## src/rtl/t2mi_pointer_scheduler_if.sv

```systemverilog
// Signal bundle between the T2-MI pointer scheduler, the length producer and the packer.
// The master drives the inputs of the scheduler and the slave is the scheduler itself.
interface t2mi_pointer_scheduler_if;
   logic [15:0] LEN_IN;
   logic        LEN_WR;
   logic [11:0] FIFO_USEDW;
   logic        BYTE_TAKEN;
   logic [3:0]  STATE_MON;
   logic        CLR_ERR;
   logic        START;
   logic [7:0]  POINTER;
   logic        RUN;
   logic [3:0]  QUEUE_LEVEL;
   logic [1:0]  ERR;

   modport master (
      output LEN_IN, LEN_WR, FIFO_USEDW, BYTE_TAKEN, STATE_MON, CLR_ERR,
      input  START, POINTER, RUN, QUEUE_LEVEL, ERR
   );

   modport slave (
      input  LEN_IN, LEN_WR, FIFO_USEDW, BYTE_TAKEN, STATE_MON, CLR_ERR,
      output START, POINTER, RUN, QUEUE_LEVEL, ERR
   );
endinterface

```

## src/rtl/t2mi_pointer_scheduler.sv

```systemverilog
// Tracks T2-MI packet boundaries in the payload byte stream and hands the packer
// the pointer / adaptation-field code for each outgoing TS header.
module t2mi_pointer_scheduler #(
   parameter int FILL_THRESHOLD = 184,
   parameter int LEN_DEPTH      = 8
) (
   input logic                      CLK,
   input logic                      RST,
   t2mi_pointer_scheduler_if.slave  bus
);

   localparam int              AW      = (LEN_DEPTH > 1) ? $clog2(LEN_DEPTH) : 1;
   localparam logic [3:0]      DEPTH_L = 4'(LEN_DEPTH);
   localparam logic [AW-1:0]   LAST    = AW'(LEN_DEPTH - 1);
   localparam logic [11:0]     THRESH  = 12'(FILL_THRESHOLD);

   typedef enum logic {IDLE, RUNNING} state_t;

   state_t        state, state_nxt;
   logic          start, start_nxt;
   logic [15:0]   len_q [LEN_DEPTH];
   logic [AW-1:0] wr_ptr, rd_ptr;
   logic [3:0]    level;
   logic [15:0]   rem;
   logic [3:0]    mon_prev;
   logic [7:0]    pointer;
   logic [1:0]    err;

   logic empty, full, pop, push, push_bad, underflow, hdr_entry;

   // Pointer code: unit start if the packet ends within 183 bytes, 1-byte AF at
   // exactly 183, otherwise a full 184-byte payload with no start.
   function automatic logic [7:0] ptr_code(input logic [15:0] r);
      if (r <= 16'd182)      return r[7:0];
      else if (r == 16'd183) return 8'd183;
      else                   return 8'hFF;
   endfunction

   assign empty     = (level == 4'd0);
   assign full      = (level == DEPTH_L);
   assign pop       = bus.BYTE_TAKEN && (rem == 16'd0) && !empty;
   assign push      = bus.LEN_WR && (bus.LEN_IN != 16'd0) && (!full || pop);
   assign push_bad  = bus.LEN_WR && ((bus.LEN_IN == 16'd0) || (full && !pop));
   assign underflow = bus.BYTE_TAKEN && (rem == 16'd0) && empty;
   assign hdr_entry = (bus.STATE_MON == 4'h1) && (mon_prev != 4'h1);

   always_comb begin
      state_nxt = state;
      start_nxt = 1'b0;
      if (state == IDLE && !empty && bus.FIFO_USEDW >= THRESH) begin
         state_nxt = RUNNING;
         start_nxt = 1'b1;
      end
   end

   always_ff @(posedge CLK) begin
      if (RST) begin
         state <= IDLE;
         start <= 1'b0;
      end else begin
         state <= state_nxt;
         start <= start_nxt;
      end
   end

   // Length storage carries no reset; validity is tracked by level and pointers.
   always_ff @(posedge CLK) begin
      if (push) len_q[wr_ptr] <= bus.LEN_IN;
   end

   always_ff @(posedge CLK) begin
      if (RST) begin
         wr_ptr   <= '0;
         rd_ptr   <= '0;
         level    <= 4'd0;
         rem      <= 16'd0;
         mon_prev <= 4'd0;
         pointer  <= 8'd0;
         err      <= 2'b00;
      end else begin
         if (push) wr_ptr <= (wr_ptr == LAST) ? '0 : wr_ptr + 1'b1;
         if (pop)  rd_ptr <= (rd_ptr == LAST) ? '0 : rd_ptr + 1'b1;
         case ({push, pop})
            2'b10:   level <= level + 4'd1;
            2'b01:   level <= level - 4'd1;
            default: level <= level;
         endcase
         // The byte that pops a new length is that packet's first byte.
         if (bus.BYTE_TAKEN) begin
            if (rem != 16'd0) rem <= rem - 16'd1;
            else if (!empty)  rem <= len_q[rd_ptr] - 16'd1;
         end
         mon_prev <= bus.STATE_MON;
         if (hdr_entry) pointer <= ptr_code(rem);
         if (bus.CLR_ERR) err <= 2'b00;
         else begin
            if (push_bad)  err[0] <= 1'b1;
            if (underflow) err[1] <= 1'b1;
         end
      end
   end

   assign bus.START       = start;
   assign bus.POINTER     = pointer;
   assign bus.RUN         = (state == RUNNING);
   assign bus.QUEUE_LEVEL = level;
   assign bus.ERR         = err;

endmodule

```

## src/flat_wrapper.sv

```systemverilog
// flat-port wrapper written by rule: the top's interface ports become plain ports
module t2mi_pointer_scheduler_flat 
#(
   parameter int FILL_THRESHOLD = 184,
   parameter int LEN_DEPTH      = 8
)
  (CLK, RST, bus_LEN_IN, bus_LEN_WR, bus_FIFO_USEDW, bus_BYTE_TAKEN, bus_STATE_MON, bus_CLR_ERR, bus_START, bus_POINTER, bus_RUN, bus_QUEUE_LEVEL, bus_ERR);
  t2mi_pointer_scheduler_if bus_i ();
  input logic CLK;
  input logic RST;
  input wire logic [$bits(bus_i.LEN_IN)-1:0] bus_LEN_IN;
  input wire logic [$bits(bus_i.LEN_WR)-1:0] bus_LEN_WR;
  input wire logic [$bits(bus_i.FIFO_USEDW)-1:0] bus_FIFO_USEDW;
  input wire logic [$bits(bus_i.BYTE_TAKEN)-1:0] bus_BYTE_TAKEN;
  input wire logic [$bits(bus_i.STATE_MON)-1:0] bus_STATE_MON;
  input wire logic [$bits(bus_i.CLR_ERR)-1:0] bus_CLR_ERR;
  output wire logic [$bits(bus_i.START)-1:0] bus_START;
  output wire logic [$bits(bus_i.POINTER)-1:0] bus_POINTER;
  output wire logic [$bits(bus_i.RUN)-1:0] bus_RUN;
  output wire logic [$bits(bus_i.QUEUE_LEVEL)-1:0] bus_QUEUE_LEVEL;
  output wire logic [$bits(bus_i.ERR)-1:0] bus_ERR;
  assign bus_i.LEN_IN = bus_LEN_IN;
  assign bus_i.LEN_WR = bus_LEN_WR;
  assign bus_i.FIFO_USEDW = bus_FIFO_USEDW;
  assign bus_i.BYTE_TAKEN = bus_BYTE_TAKEN;
  assign bus_i.STATE_MON = bus_STATE_MON;
  assign bus_i.CLR_ERR = bus_CLR_ERR;
  assign bus_START = bus_i.START;
  assign bus_POINTER = bus_i.POINTER;
  assign bus_RUN = bus_i.RUN;
  assign bus_QUEUE_LEVEL = bus_i.QUEUE_LEVEL;
  assign bus_ERR = bus_i.ERR;
  t2mi_pointer_scheduler #(.FILL_THRESHOLD(FILL_THRESHOLD), .LEN_DEPTH(LEN_DEPTH)) u_core (.CLK(CLK), .RST(RST), .bus(bus_i));
endmodule
```

## config.mk

```make
export PLATFORM = sky130hd
export DESIGN_NAME = t2mi_pointer_scheduler_flat
export DESIGN_NICKNAME = d
export VERILOG_FILES = /design/src/rtl/t2mi_pointer_scheduler_if.sv /design/src/rtl/t2mi_pointer_scheduler.sv /design/src/flat_wrapper.sv
export SDC_FILE = /design/constraint.sdc
export NUM_CORES = 1
export LEC_CHECK = 0
export CAP_MARGIN = 20
export CORE_MARGIN = 10
export CORE_UTILIZATION = 50
export DETAILED_ROUTE_END_ITERATION = 10
export MAX_ROUTING_LAYER = met4
export PLACE_DENSITY = 0.8
export RECOVER_POWER = 25
export SLEW_MARGIN = 10
export SYNTH_ARGS = -nofsm -noshare
export SYNTH_HDL_FRONTEND = slang
export SYNTH_SLANG_ARGS = --single-unit
export TNS_END_PERCENT = 10
```

## constraint.sdc

```tcl
create_clock -name CLK -period 4.7 [get_ports CLK]
set_clock_uncertainty 0.2 [all_clocks]
set_input_delay 0.47 -clock CLK [delete_from_list [all_inputs] [get_ports CLK]]
set_output_delay 0.47 -clock CLK [all_outputs]
set_load 0.05 [all_outputs]
```

# After elaboration in Yosys (flattened, before gate mapping)
# Memory sizes are Yosys's and may differ from the RTL's. A register that Yosys moved wholly into a read port is not among the register bits.
# Index checks and enable logic that the tools add are counted.
# op_classes
add_sub_neg	6
bitwise_logic	1
reduce_logical	23
eq_ne	9
magnitude_cmp	2
multipliers	0
div	0
shift	0
muxes	12
# ops
op	count
16-bit zero test	2
16-bit two-way mux	2
16-bit nonzero test	2
16-bit by 1-bit subtractor with 16-bit output (second input constant)	2
16-bit by 8-bit equality test with 1-bit output (second input constant)	1
16-bit by 8-bit less-or-equal comparator with 1-bit output (second input constant)	1
12-bit by 8-bit greater-or-equal comparator with 1-bit output (second input constant)	1
3-bit two-way mux	4
1-bit logical AND	10
8-bit two-way mux	1
4-bit case mux with 2 select lines	1
7-bit two-way mux	1
3-bit by 1-bit adder with 3-bit output (second input constant)	2
3-bit equality test (second input constant)	2
4-bit by 1-bit adder with 4-bit output (second input constant)	1
4-bit by 1-bit equality test with 1-bit output (second input constant)	1
4-bit equality test (second input constant)	1
4-bit zero test	1
4-bit by 1-bit inequality test with 1-bit output (second input constant)	1
4-bit by 1-bit subtractor with 4-bit output (second input constant)	1
1-bit zero test	3
1-bit two-way mux	3
2-bit by 1-bit equality test with 1-bit output (second input constant)	1
2-bit equality test (second input constant)	1
other kinds (6)	7
# totals
mem_bits_ro	0
wordCells	64
ff_bits	42
latchBits	0
n_memories	1
ramBits	128
output_inout_bits	16
# memory_table
name	depth	width	rd	rd_clocked_by_memory_dff	write_ports	line_no	text
u_core.len_q	8	16	1	1	1	t2mi_pointer_scheduler.sv:21	logic [15:0] len_q [LEN_DEPTH];

# Depth between registers and ports, before layout
# depth
depth_word	7
ltp_mapped	11
mapped_depth_nobuf	10

# Worst setup path before layout
# OpenSTA, ideal clock, no wires.
# synth_timing
kind	register to register
from	register u_core.rem[12]
to	memory u_core.len_q[5][0] (enable)
slack_ns	0.948
period_less_slack_ns	3.752
required_ns	4.087
stages_incl_launch_ff	7
t_arrival_ns	3.139
path_cell_list	dfxtp_1 > or4_1 > nor3_1 > a31oi_1 > nor2_1 > nand2_1 > nor3b_1
# synth_between
elab_chain_len	7
# synth_lines
element	line_no	text
from (decl)	t2mi_pointer_scheduler.sv:24	logic [15:0] rem;
from (signal assigned)	t2mi_pointer_scheduler.sv:90	if (rem != 16'd0) rem <= rem - 16'd1;
from (signal assigned)	t2mi_pointer_scheduler.sv:91	else if (!empty) rem <= len_q[rd_ptr] - 16'd1;
16-bit zero test	t2mi_pointer_scheduler.sv:41	assign pop = bus.BYTE_TAKEN && (rem == 16'd0) && !empty;
1-bit logical AND (2 in series)	t2mi_pointer_scheduler.sv:41	
1-bit logical OR	t2mi_pointer_scheduler.sv:42	assign push = bus.LEN_WR && (bus.LEN_IN != 16'd0) && (!full || pop);
1-bit logical AND	t2mi_pointer_scheduler.sv:42	
1-bit two-way mux	t2mi_pointer_scheduler.sv:68	if (push) len_q[wr_ptr] <= bus.LEN_IN;
1-bit two-way mux (not written as such)	t2mi_pointer_scheduler.sv:68	
to (decl)	t2mi_pointer_scheduler.sv:21	
# No other way between the ends.

# Worst setup path after layout
# layout_timing
from	register u_core.rem[3]
to	register u_core.level[3] (netlist: u_core.bus.QUEUE_LEVEL[3])
# layout_between
elab_chain_len	7
word_cells_on_any_way	9
# layout_lines
element	line_no	text
16-bit zero test *	t2mi_pointer_scheduler.sv:41	
1-bit logical AND * (2 in series)	t2mi_pointer_scheduler.sv:41	
1-bit logical OR	t2mi_pointer_scheduler.sv:42	
1-bit logical AND	t2mi_pointer_scheduler.sv:42	
2-bit by 1-bit equality test with 1-bit output / 2-bit equality test (equally long branches)	t2mi_pointer_scheduler.sv:83	case ({push, pop})
4-bit case mux with 2 select lines / 2-bit nonzero test (equally long branches)	--	
to (signal assigned)	t2mi_pointer_scheduler.sv:84	2'b10: level <= level + 4'd1;
to (signal assigned)	t2mi_pointer_scheduler.sv:85	2'b01: level <= level - 4'd1;
to (signal assigned)	t2mi_pointer_scheduler.sv:86	default: level <= level;
to (decl)	t2mi_pointer_scheduler.sv:23	logic [3:0] level;
# Mark *: on every way between the ends. The rest lies on a longest branch, timed or not.
# A chain may end at the register's enable or synchronous reset.

==> metrics.md <==
| Metric | Value |
|---|---|
| Critical Path AT | `4120 ps` |
| Final core utilization | `0.614` |
| Switch share | `0.302` |
| Met1 wire length | `6510 um` |
| Req. time, crit path | `4800 ps` |
| First-pass GRT wire length | `24700 um` |
| Vias in the first global route | `4577` |
| Site Rows | `43` |
| Largest net degree at the start of global routing | `33` |
| Min-delay worst type | `reg2reg` |
| Clock group share of total power | `0.323` |
| IO Pins | `53` |
| Via count | `4567` |
| Wire per inst | `21.3 um` |
| Vias per cell | `6.21` |
| Ys flop type | `edfxtp_1` |
| Sequential power share | `0.432` |
| Initial Util | `0.517` |
| Netlist cell types | `58` |
| Yosys reg bits | `173` |
| Core area | `14000 sq um` |
| PortBufs | `49` |
| CP Class | `reg2reg` |
| CTS tree | `yes` |
| Post-CTS setup buffer count | `0` |
| Ys Warns | `0` |
| Status | `completed` |
| Mapped cell area | `7260 sq um` |
| Synthesized instance count | `476` |
| ANT cells | `0` |
| Sw power | `1.27 mW` |
| Clock sink count | `173` |
| RSZ-0062 raised after global routing | `false` |
| Number of hold buffers added after CTS | `0` |
| Die area | `19800 sq um` |
| Asr flop ratio synth | `0` |
| Multi-input gate area | `2410 sq um` |
| Synth Area per Inst | `15.3 sq um` |
| Resize count post-CTS | `0` |
| Worst-path fanout max | `7` |
| Clock root buffer | `clkbuf_16` |
| Clk buf depth | `2` |
| Crit end category | `register` |
| Max rail drop VDD | `0.421 mV` |
| Chip Height | `141 um` |
| Die Width | `141 um` |
| Nets | `588` |
| Setup violators final | `0` |
| Fill count | `1005` |
| Post-route ant nets | `0` |
| Max layer used | `met4` |
| Met3 routed WL | `1110 um` |
| GRT Util Overall | `0.162` |
| Worst Tran Pin Value | `887 ps` |
| Pwr Density | `486 nW/um^2` |
| Combinational Power Share | `0.245` |
| Max-cap violations | `0` |
| DRC Markers | `0` |
| Rel. slew slack | `0.401` |
| Sequential fraction of the synthesis area | `0.653` |
| Mapped Nets | `521` |
| Final-report hold violation count | `0` |
| Commonest non-fill, non-tap cell in the layout | `edfxtp_1` |
| Worst-Skew Late Latency | `430 ps` |
| Initial antenna violation count | `0` |
| Share of post-route cells with drive strength above 1 | `0.187` |
| Setup TNS Final | `0 ps` |
| Register Area | `4750 sq um` |
| Leakage | `2.95 nW` |
| WL met2 | `7660 um` |
| Crit start category | `register` |
| Final worst path period share | `0.854` |
| Wirelength, routed | `15600 um` |
| DRT iter0 DRCs | `538` |
| Total CTS buffers | `17` |
| DR pass1 iterations | `5` |
| Most frequent cells in the layout | `128 x edfxtp_1, 44 x dfxtp_1, 39 x clkdlybuf4s50_1` |
| H-tree levels | `4` |
| RePlAce Congestion | `0.932` |
| Total congestion overflow | `0` |
| Area growth syn-to-layout | `18.8%` |
| Clock slew at reported path FFs | `60 ps` |
| Post-synth EDFFs | `128` |
| Post-DP HPWL | `10200 um` |
| Pint | `2.93 mW` |
| Slew Viols, Final | `0` |
| Highest achievable clock rate | `0.249 GHz` |
| Tmin final | `4010 ps` |
==> power groups by stage <==
stage / registers [mW] / logic [mW] / clock network [mW]
6_report: 1.81 / 1.03 / 1.35
5_1_grt: 1.82 / 1.13 / 1.44
4_1_cts: 1.81 / 1.02 / 1.38
3_5_place_dp: 1.84 / 1.01 / 0
3_3_place_gp: 1.83 / 0.972 / 0
2_1_floorplan: 1.88 / 0.658 / 0
==> cell usage after synthesis, drive strengths merged (2+ instances only) <==
library cell,number,area share
inv,7,0.0036
o21ai,15,0.010
buf,9,0.0086
nor3,13,0.0090
nand2,25,0.013
and3,3,0.0028
clkbuf,12,0.0062
mux2i,18,0.025
a2111oi,3,0.0062
or4,3,0.0031
nor3b,6,0.0062
xnor2,3,0.0036
a21oi,21,0.014
mux2,8,0.012
a21o,3,0.0031
ha,7,0.012
and2,2,0.0017
a31o,3,0.0036
nor2b,4,0.0034
or3,7,0.0060
nand4,5,0.0052
nand3,13,0.0090
o311ai,3,0.0036
a211oi,4,0.0041
edfxtp,128,0.53
o32ai,2,0.0024
mux4,32,0.10
nor2,29,0.015
o221a,9,0.014
a31oi,6,0.0052
nor4,10,0.0086
dfxtp,45,0.12
a22oi,2,0.0021
==> path summary, 6_finish.rpt <==
check	from	to	slack (ps)	cells past startpoint
max	u_core.rem[3]	u_core.bus.QUEUE_LEVEL[3]	690	10
min	u_core.bus.RUN	u_core.bus.RUN	280	1
max reg2reg	u_core.rem[3]	u_core.bus.QUEUE_LEVEL[3]	690	10
min reg2reg	u_core.bus.RUN	u_core.bus.RUN	280	1
==> stage by stage <==
step | power, mW | worst slack (ps) | instances | area [sq um] | hold WS, ps
2_1_floorplan | 2.54 | 948 | 476 | 7260 | 240
4_1_cts | 4.20 | 696 | 735 | 8630 | 277
3_3_place_gp | 2.80 | 810 | 703 | 8050 | 256
6_report | 4.20 | 686 | 735 | 8630 | 276
5_1_grt | 4.38 | 441 | 735 | 8630 | 303
3_5_place_dp | 2.85 | 728 | 704 | 8060 | 268
==> area by class of cell <==
type                            instances  area share
Sequential cell                       173       0.550
Multi-Input combinational cell        274       0.280
Clock buffer                           19      0.0502
Timing Repair Buffer                   69      0.0747
Tap cell                              180      0.0261
Inverter                                8     0.00348
Clock inverter                         12      0.0160
==> worst max-delay path, stage by stage, from the launching register on <==
cell     delay [ps]
dfxtp_1         360
or3_1           450
or4_1           610
or4_1           660
a21oi_1         480
ha_1            340
a21o_1          170
a21oi_1         160
mux2i_1         240
xor2_1          170
nor2_1           50
==> per-layer routing <==
layer  vias to the layer above  track usage
li1                       2049            -
met1                      2276        0.194
met2                       206        0.253
met3                        36       0.0497
met4                         0       0.0625
met5                         -            -
==> registers in the layout, summed over array words and instances (netlist names), named ones only <==
register,flops
u_core.wr_ptr,3
u_core.bus.POINTER,8
u_core.len_q,128
u_core.bus.RUN,1
u_core.rd_ptr,3
u_core.mon_prev,4
u_core.bus.QUEUE_LEVEL,4
u_core.rem,16
u_core.bus.START,1
u_core.bus.ERR,2
==> logic make-up after synthesis <==
kind of cell,Yosys count,synth area share
flip-flops,173,0.653
XOR/XNOR,4,0.00482
AO/OA/AOI/OAI,77,0.0758
adder cells (fa/ha/maj),8,0.0148
multiplexers,58,0.142
buffers and inverters,29,0.0189
AND/OR/NAND/NOR,127,0.0909
(Power assumes the default switching activity.)
==> variant, RTL diff (same flow settings) <==
`LEN_DEPTH` is set to 8 in 2 places; all go to 16.
--- a/src/rtl/t2mi_pointer_scheduler.sv
+++ b/src/rtl/t2mi_pointer_scheduler.sv
@@ -3,5 +3,5 @@
 module t2mi_pointer_scheduler #(
    parameter int FILL_THRESHOLD = 184,
-   parameter int LEN_DEPTH      = 8
+   parameter int LEN_DEPTH      = 16
 ) (
    input logic                      CLK,
--- a/src/flat_wrapper.sv
+++ b/src/flat_wrapper.sv
@@ -3,5 +3,5 @@
 #(
    parameter int FILL_THRESHOLD = 184,
-   parameter int LEN_DEPTH      = 8
+   parameter int LEN_DEPTH      = 16
 )
   (CLK, RST, bus_LEN_IN, bus_LEN_WR, bus_FIFO_USEDW, bus_BYTE_TAKEN, bus_STATE_MON, bus_CLR_ERR, bus_START, bus_POINTER, bus_RUN, bus_QUEUE_LEVEL, bus_ERR);
Check against the original RTL: not equivalent (Yosys sat finds a counterexample within 4 cycles, from zero or initial values and one cycle with RST high).
==> variant against the original RTL <==
Final area is 65% higher. Largest power group unchanged. Sequential cell count rose by 131. Fmax is 13% higher. Setup slack improved by 0.47 ns. Sequential power grew 66%. Wire length rose by 73%. Sequential share of layout area rose by 5.6 points. Power increased by 46%. Synthesized area increased by 68%. Largest cell class unchanged. Critical path type is now primary input to register. Final cell count rose by 58%. Count of clock-buffer cells in the layout is 18 higher. Critical endpoint is now u_core.bus.QUEUE_LEVEL[2]. Highest routed layer unchanged.
==> variant: results (changes against the original RTL) <==
- Layout cell share with drive strength beyond 1: 21.4% (+2.7 points)
- Wirelength, routed: 27.0 mm (+73%)
- M3 GR Usage: 2.69% (-2.3 points)
- Dpl ws: 0.628 ns (-0.100 ns)
- First-pass GRT wire length: 40.9 mm (+66%)
- DP Area: 13300 um2 (+65%)
- Post-DP HPWL: 16.9 mm (+65%)
- Met2 usage: 27.2% (+1.9 points)
- Largest net degree at the start of global routing: 38 (+15%)
- Worst skew pair latency: 0.57 ns (+0.14 ns)
- Syn. warnings: 0 (unchanged)
- Number of H-tree levels: 1 (-3)
- Routed vias/inst: 5.92 (-4.7%)
- CTS Buffer Depth: 3 (+1)
- CP peak stage delay: 0.53 ns (-0.13 ns)
- Run status: finished, final reports clean
- Max FO, Critical Path: 17 (+10)
- GRT Util Overall: 17.5% (+1.2 points)
- Final RePlAce weighted congestion: 0.862 (-7.5%)
- Leakage: 4.62 nW (+57%)
- Root Buffer: clkbuf_16
- Ant. Diodes: 0 (unchanged)
- Number of distinct library cells after synthesis: 60 (+3.4%)
- Number of synthesized flops with an enable pin: 256 (+100%)
- Vias in the first global route: 6764 (+48%)
- Starting DRT DRC Count: 784 (+46%)
- Max reg flops: 256 (+100%)
- Synth area leaders: edfxtp_1 (63%), mux4_2 (12%), dfxtp_1 (7.9%)
- Met1 GRT Util: 23.6% (+4.2 points)
- Relative slew slack: 51.9% (+12 points)
- CTS buffer count: 31 (+14)
- Maximum vdd drop: 0.279 mV (-34%)
- Crit path DAT: 3.85 ns (-0.27 ns)
- Post-synth top cells: edfxtp_1 (256), mux4_2 (64), dfxtp_1 (48)
- Nets@finish: 857 (+46%)
- Critical Path Source: bus_LEN_IN[0]
- CP max-delay cell: dlygate4sd3_1
-- variant: changes by cell type in the layout (fill, tap and decap cells not counted), moves of 7 or more --
cell	delta
mux2_2	-8
nand2_1	+17
clkbuf_1	+13
mux4_1	-10
o221a_2	-8
edfxtp_1	+128
nor3_1	+9
a22oi_1	+21
nor2b_1	+15
xor2_1	+7
clkbuf_16	+14
buf_4	+14
nor2_2	+13
mux4_2	+42
-- variant: kinds of logic after synthesis --
group / synth area share, %
compound gates: 4.81
xor+xnor: 0.862
fa+ha+maj: 0.923
buf+inv: 1.87
flops: 70.9
mux: 13.1
simple gates: 7.50
-- variant: path summary, 6_finish.rpt --
path | slack [ns] | to | depth (start not counted)
worst max register to register | 1.20 | u_core.rem[14] | 9
worst min-delay path | 0.28 | u_core.bus.RUN | 1
worst max-delay path | 1.15 | u_core.bus.QUEUE_LEVEL[2] | 13
worst min register to register | 0.28 | u_core.bus.RUN | 1
-- variant: per-stage QoR --
step	cells	hold WS, ns
floorplan	718	0.245
global placement	1101	0.258
detailed placement	1101	0.268
CTS	1159	0.280
global route	1160	0.295
finish	1160	0.277
-- variant: where the power goes --
group	total, mW	switching (mW)	internal, mW
sequential	3.00	0.0442	2.96
combinational	0.763	0.466	0.297
clock	2.37	1.04	1.34
-- variant: per-layer routing --
metal,part of all wire [%],routed length (um)
met1,42,11200
met2,48,12900
met3,7.6,2060
met4,2.9,777
met5,0,0
-- variant: final cells by class --
type,count,area (um2)
Clock buffer,37,798
Tap cell,324,405
Fill cell,1741,9900
Timing Repair Buffer,94,817
Clock inverter,21,194
Sequential cell,304,8650
Inverter,9,33.8
Multi-Input combinational cell,371,3370
